**src/rtl/top2049_bus_pkg.sv**
```systemverilog
// Shared types and constants for the TOP2049 microcontroller bus interface.
// Holds the read-FSM encoding, synchronizer depth and register map window.
package top2049_bus_pkg;

    localparam int SYNC_STAGES = 2;
    localparam int OE_ADDR_BIT = 4;

    // Register window served by the programmer core; bus_oe keys off bit 4.
    localparam logic [7:0] REG_10 = 8'h10;
    localparam logic [7:0] REG_11 = 8'h11;
    localparam logic [7:0] REG_12 = 8'h12;
    localparam logic [7:0] REG_13 = 8'h13;
    localparam logic [7:0] REG_14 = 8'h14;
    localparam logic [7:0] REG_15 = 8'h15;
    localparam logic [7:0] REG_16 = 8'h16;
    localparam logic [7:0] REG_17 = 8'h17;
    localparam logic [7:0] REG_18 = 8'h18;
    localparam logic [7:0] REG_19 = 8'h19;
    localparam logic [7:0] REG_1A = 8'h1A;
    localparam logic [7:0] REG_1B = 8'h1B;

    typedef enum logic [1:0] {
        RD_IDLE,
        RD_STROBE,
        RD_CAPTURE,
        RD_HOLD
    } rd_state_e;

endpackage

```
**src/rtl/top2049_bus_if_sync_edge.sv**
```systemverilog
// Single-bit synchronizer with history flop; flags rising/falling edges of an
// asynchronous pin in the osc domain.
module sync_edge
    import top2049_bus_pkg::*;
#(
    parameter logic RESET_LEVEL = 1'b1
) (
    input  logic osc,
    input  logic rst,
    input  logic pin,
    output logic rise,
    output logic fall
);

    logic [SYNC_STAGES-1:0] sync_q, sync_d;
    logic                   hist_q, hist_d;
    logic                   level;

    always_comb begin
        sync_d = {sync_q[SYNC_STAGES-2:0], pin};
        hist_d = sync_q[SYNC_STAGES-1];
    end

    // NOTE: reset loads the idle pin level, not zero, so releasing reset with
    // the pin idle can never look like an edge.
    always_ff @(posedge osc) begin
        if (rst) begin
            sync_q <= {SYNC_STAGES{RESET_LEVEL}};
            hist_q <= RESET_LEVEL;
        end else begin
            sync_q <= sync_d;
            hist_q <= hist_d;
        end
    end

    assign level = sync_q[SYNC_STAGES-1];
    assign rise  = level & ~hist_q;
    assign fall  = ~level & hist_q;

endmodule

```
**src/rtl/top2049_bus_if.sv**
```systemverilog
// Microcontroller bus front end: synchronizes ale/write/read strobes and data,
// latches address/write data, and runs the read handshake toward the core.
module top2049_bus_if
    import top2049_bus_pkg::*;
(
    input  logic       osc,
    input  logic       rst,
    input  logic       ale,
    input  logic       write,
    input  logic       read,
    input  logic [7:0] bus_din,
    output logic [7:0] bus_dout,
    output logic       bus_oe,
    output logic [7:0] reg_addr,
    output logic [7:0] reg_wdata,
    output logic       reg_wstrobe,
    output logic       reg_rstrobe,
    input  logic [7:0] reg_rdata,
    output logic       overlap_err
);

    logic ale_rise, ale_fall, write_rise, write_fall, read_rise, read_fall;
    logic unused_edges;

    sync_edge #(.RESET_LEVEL(1'b1)) u_ale_sync (
        .osc(osc), .rst(rst), .pin(ale), .rise(ale_rise), .fall(ale_fall)
    );
    sync_edge #(.RESET_LEVEL(1'b1)) u_write_sync (
        .osc(osc), .rst(rst), .pin(write), .rise(write_rise), .fall(write_fall)
    );
    sync_edge #(.RESET_LEVEL(1'b1)) u_read_sync (
        .osc(osc), .rst(rst), .pin(read), .rise(read_rise), .fall(read_fall)
    );

    // Edges with no bus meaning; kept so every synchronizer is identical.
    assign unused_edges = ale_rise ^ write_fall;

    logic [SYNC_STAGES-1:0][7:0] din_q, din_d;
    logic [7:0] din_sync;
    logic [7:0] din_dly_q, din_dly_d;
    logic       ale_fall_q, ale_fall_d;
    logic [7:0] reg_addr_q, reg_addr_d;
    logic [7:0] reg_wdata_q, reg_wdata_d;
    logic       wstrobe_q, wstrobe_d;
    logic       overlap_q, overlap_d;
    logic [7:0] bus_dout_q, bus_dout_d;
    logic       rise_pend_q, rise_pend_d;
    rd_state_e  rd_state_q, rd_state_d;

    assign din_sync = din_q[SYNC_STAGES-1];

    // The address commit lags the ale edge by one cycle so a coincident write
    // strobe still shows the address it was aimed at.
    always_comb begin
        din_d       = {din_q[SYNC_STAGES-2:0], bus_din};
        din_dly_d   = din_sync;
        ale_fall_d  = ale_fall;
        reg_addr_d  = ale_fall_q ? din_dly_q : reg_addr_q;
        reg_wdata_d = reg_wdata_q;
        wstrobe_d   = 1'b0;
        overlap_d   = overlap_q | (write_rise & read_fall);
        if (write_rise) begin
            reg_wdata_d = din_sync;
            wstrobe_d   = 1'b1;
        end
    end

    // NOTE: every output of this block is given a default first, so no path
    // leaves a signal unassigned and no latch is inferred.
    always_comb begin
        rd_state_d  = rd_state_q;
        rise_pend_d = 1'b0;
        bus_dout_d  = bus_dout_q;
        case (rd_state_q)
            RD_IDLE: begin
                if (read_fall && !write_rise) rd_state_d = RD_STROBE;
            end
            RD_STROBE: begin
                rise_pend_d = read_rise;
                rd_state_d  = RD_CAPTURE;
            end
            RD_CAPTURE: begin
                bus_dout_d = reg_rdata;
                rd_state_d = (rise_pend_q || read_rise) ? RD_IDLE : RD_HOLD;
            end
            RD_HOLD: begin
                if (read_rise) rd_state_d = RD_IDLE;
            end
            default: rd_state_d = RD_IDLE;
        endcase
    end

    always_ff @(posedge osc) begin
        if (rst) begin
            din_q       <= '0;
            din_dly_q   <= '0;
            ale_fall_q  <= 1'b0;
            reg_addr_q  <= '0;
            reg_wdata_q <= '0;
            wstrobe_q   <= 1'b0;
            overlap_q   <= 1'b0;
            bus_dout_q  <= '0;
            rise_pend_q <= 1'b0;
            rd_state_q  <= RD_IDLE;
        end else begin
            din_q       <= din_d;
            din_dly_q   <= din_dly_d;
            ale_fall_q  <= ale_fall_d;
            reg_addr_q  <= reg_addr_d;
            reg_wdata_q <= reg_wdata_d;
            wstrobe_q   <= wstrobe_d;
            overlap_q   <= overlap_d;
            bus_dout_q  <= bus_dout_d;
            rise_pend_q <= rise_pend_d;
            rd_state_q  <= rd_state_d;
        end
    end

    assign reg_addr    = reg_addr_q;
    assign reg_wdata   = reg_wdata_q;
    assign reg_wstrobe = wstrobe_q;
    assign reg_rstrobe = (rd_state_q == RD_STROBE);
    assign bus_dout    = bus_dout_q;
    assign overlap_err = overlap_q;
    assign bus_oe      = ~read & reg_addr_q[OE_ADDR_BIT];

endmodule
```
**config.mk**
```make
export PLATFORM = sky130hd
export DESIGN_NAME = top2049_bus_if
export DESIGN_NICKNAME = d
export VERILOG_FILES = /design/src/rtl/top2049_bus_pkg.sv /design/src/rtl/top2049_bus_if_sync_edge.sv /design/src/rtl/top2049_bus_if.sv
export SDC_FILE = /design/constraint.sdc
export NUM_CORES = 1
export LEC_CHECK = 0
export CAP_MARGIN = 15
export CORE_MARGIN = 10
export CORE_UTILIZATION = 43
export DETAILED_ROUTE_END_ITERATION = 10
export PLACE_DENSITY = 0.74
export SETUP_SLACK_MARGIN = 0.4
export SYNTH_ARGS = -nofsm -noshare
export SYNTH_HDL_FRONTEND = slang
export SYNTH_SLANG_ARGS = --single-unit
```
**constraint.sdc**
```tcl
create_clock -name osc -period 0.9 [get_ports osc]
set_input_delay 0.09 -clock osc [delete_from_list [all_inputs] [get_ports osc]]
set_output_delay 0.09 -clock osc [all_outputs]
set_load 0.01 [all_outputs]
```
==> summary.txt <==
STA
  – Finish-stage setup viols: 14
  – Final number of hold-violating endpoints: 0
  – Slew margin rel.: 0.8095
  – Slew @ Worst Pin: 0.2857 ns
  – Final worst path period need: 1.012 ns
  – Hold Slack: 0.1554 ns
  – Smallest setup slack after layout: -0.1119 ns
  – Fin. max-slew vios: 0
  – RSZ-0062 raised after global routing: yes
  – Fmax: 0.9882 GHz
  – Part of the cycle the worst path needs: 1.124
  – Clock skew: 0.005782 ns

Route
  – Drt first pass iters: 2
  – Initial DRC Count: 59
  – DR WL/cell: 13.86 um
  – Residual DRC: 0
  – Via density: 4.620
  – Post-route ant nets: 0
  – Post-Route WL: 4227 um
  – Via count: 1,409

Global routing
  – Total track usage: 0.1098
  – First-pass GRT wire length: 6541 um
  – Initial antenna violation count: 0
  – Residual overflow from global routing: 0
  – Vias in the first global route: 1,420
  – Largest net degree at the start of global routing: 28

Floorplanning
  – Initial core utilization: 0.4473
  – IO Count: 49
  – Core Region: 0.004414 sq mm
  – Cell Rows: 24
  – Die Width: 87.76 um
  – Die span in y: 87.76 um
  – Die footprint: 0.007702 sq mm

Yosys
  – Top-area cell type share of the netlist area: 0.6388
  – Fraction of the mapped netlist area in adder cells: 0
  – Post-Syn Nets: 206
  – Cell taking the most area after synthesis: dfxtp_1
  – Synth Register Bits: 63
  – XOR/XNOR Fraction of Synth Area: 0
  – Sequential fraction of the synthesis area: 0.6388
  – Simple-gate share of the synthesized area: 0.2034
  – Yosys warns: 0
  – Largest cells by area after synthesis: dfxtp_1 64%, nor2b_1 8.9%, mux2i_1 8.1%
  – Post-synthesis compound-gate area fraction: 0.03485
  – Largest family of logic cells by synthesized area: simple AND/OR/NAND/NOR gates
  – Synthesized area: 0.001974 sq mm
  – Unique masters post-synth: 17
  – Post-synthesis mux area share: 0.08112
  – Cells after Synth: 185
  – Syn Area/Cell: 10.67 sq um

Setup path
  – FF-to-FF path depth: 4
  – Crit path capture type: primary output
  – Crit path kind: reg -> out
  – CP max FO: 3
  – CP Data Required Time: 0.81 ns
  – CP arrival: 0.92 ns
  – Worst Setup Start Kind: register

Layout
  – Ratio of cells with drive above 1 in the final layout: 0.5217
  – Final Core Density: 0.6976
  – Fill count: 321
  – Layout Area Growth over Synthesis: 55.96%
  – Final non-filler cell total: 305
  – Commonest non-fill, non-tap cell in the layout: dfxtp_2
  – Final #Nets: 271
  – Most frequent cells in the layout: 39 x dfxtp_2, 32 x buf_6, 23 x nor2b_1, 21 x dfxtp_1, 19 x nor2_1
  – Antenna diodes: 0

Clock network
  – CTS tree: yes
  – CTS hold repair buffers: 0
  – Clock transition at path regs: 0.06 ns
  – Clk sinks: 63
  – Worst skew pair latency: 0.33 ns
  – CTS Buf Count: 9
  – Clk buf depth: 2
  – CTS H-Tree Depth: 3
  – Clock root buffer: clkbuf_8

Placement
  – Hpwl dp: 2610 um
  – PortBufs: 48
  – Global placement routability congestion: 0.7554
  – Placed Cells: 284

Outcome
  – Failing checks: negative setup slack
  – Status: finished, violations left

Power
  – Lkg Pwr: 1.321 nW
  – Worst ir drop on vdd: 1.065 mV
  – Pwr dens: 1869 mW/mm^2

Worst hold path
  – Worst Hold Class: in -> reg
  – Hold Path Depth: 2

Run
  – # Max-Cap Violations: 0
[cell families after synthesis]
logic type      count (synthesis)
buf+inv                        15
simple gates                   78
mux                            16
flops                          63
compound gates                 13
[routing by layer]
metal | vias to the layer above | global-route usage | share of wire
met5 | - | 0 | 0
met4 | 0 | 0.06377 | 0.018
met3 | 7 | 0.06500 | 0.098
met2 | 46 | 0.1647 | 0.46
met1 | 646 | 0.1175 | 0.43
li1 | 710 | - | -
[report_power, final]
group	internal, W	switching [W]
logic	0.000264	0.000172
registers	0.00288	0.0000493
clock network	0.00140	0.000986
[cell usage after synthesis]
cell,instances
dfxtp_1,63
nor2b_1,28
nor2_1,22
mux2i_1,16
nand2_1,16
a21oi_1,9
buf_2,9
or2_1,8
inv_1,4
buf_6,2
nand2b_1,2
a211oi_1,1
a31oi_1,1
nand4_1,1
nor4b_2,1
o21ai_0,1
o21ai_1,1
[critical path: stages, from the launching register on]
cell     delay (ns)
dfxtp_2        0.35
nor2b_4        0.14
buf_6          0.10
[state kept, by name, indices dropped and copies added, names as in the netlist, 8 cells and up]
name	count
reg_wdata	8
reg_addr	8
bus_dout	8
din_dly_d	8
din_dly_q	8
din_d	8
[final timing paths]
path	slack [ns]	endpoint	from
setup reg to reg	-0.10	bus_dout[7]	rd_state_q[0]
setup / recovery	-0.11	bus_oe	reg_addr[4]
hold / removal	0.16	din_dly_q[4]	rst
hold reg to reg	0.41	u_ale_sync.sync_q[1]	u_ale_sync.sync_q[0]
[area by class of cell]
| cell class | count | area (sq um) | area share |
|---|---|---|---|
| repair buffers | 64 | 676.9 | 0.2198 |
| inverters | 4 | 15.01 | 0.004876 |
| multi-input cells | 108 | 807.0 | 0.2621 |
| flip-flops and latches | 63 | 1321 | 0.4291 |
| clock buffers | 10 | 148.9 | 0.04835 |
| clock inverters | 4 | 45.04 | 0.01463 |
| well taps | 52 | 65.06 | 0.02113 |
[stage by stage]
stage	setup TNS (ns)	power (W)	worst slack [ns]	area (sq um)
6_report	-0.9946	0.005754	-0.1119	3079
5_1_grt	-2.206	0.005981	-0.1714	3079
4_1_cts	-1.194	0.005770	-0.1298	2920
3_5_place_dp	-2.583	0.003338	-0.4083	2582
3_3_place_gp	-2.258	0.003328	-0.3778	2582
2_1_floorplan	-0.002369	0.003169	-0.002369	2044
[timing repair]
item / CTS / global route
resized for setup: 188 / 33
pin swaps: 6 / 13
endpoints found under the setup margin: 80 / 88
cloned: 1 / 0
setup buffers: 2 / 4
No activity file was read; power rests on OpenSTA's default activity.
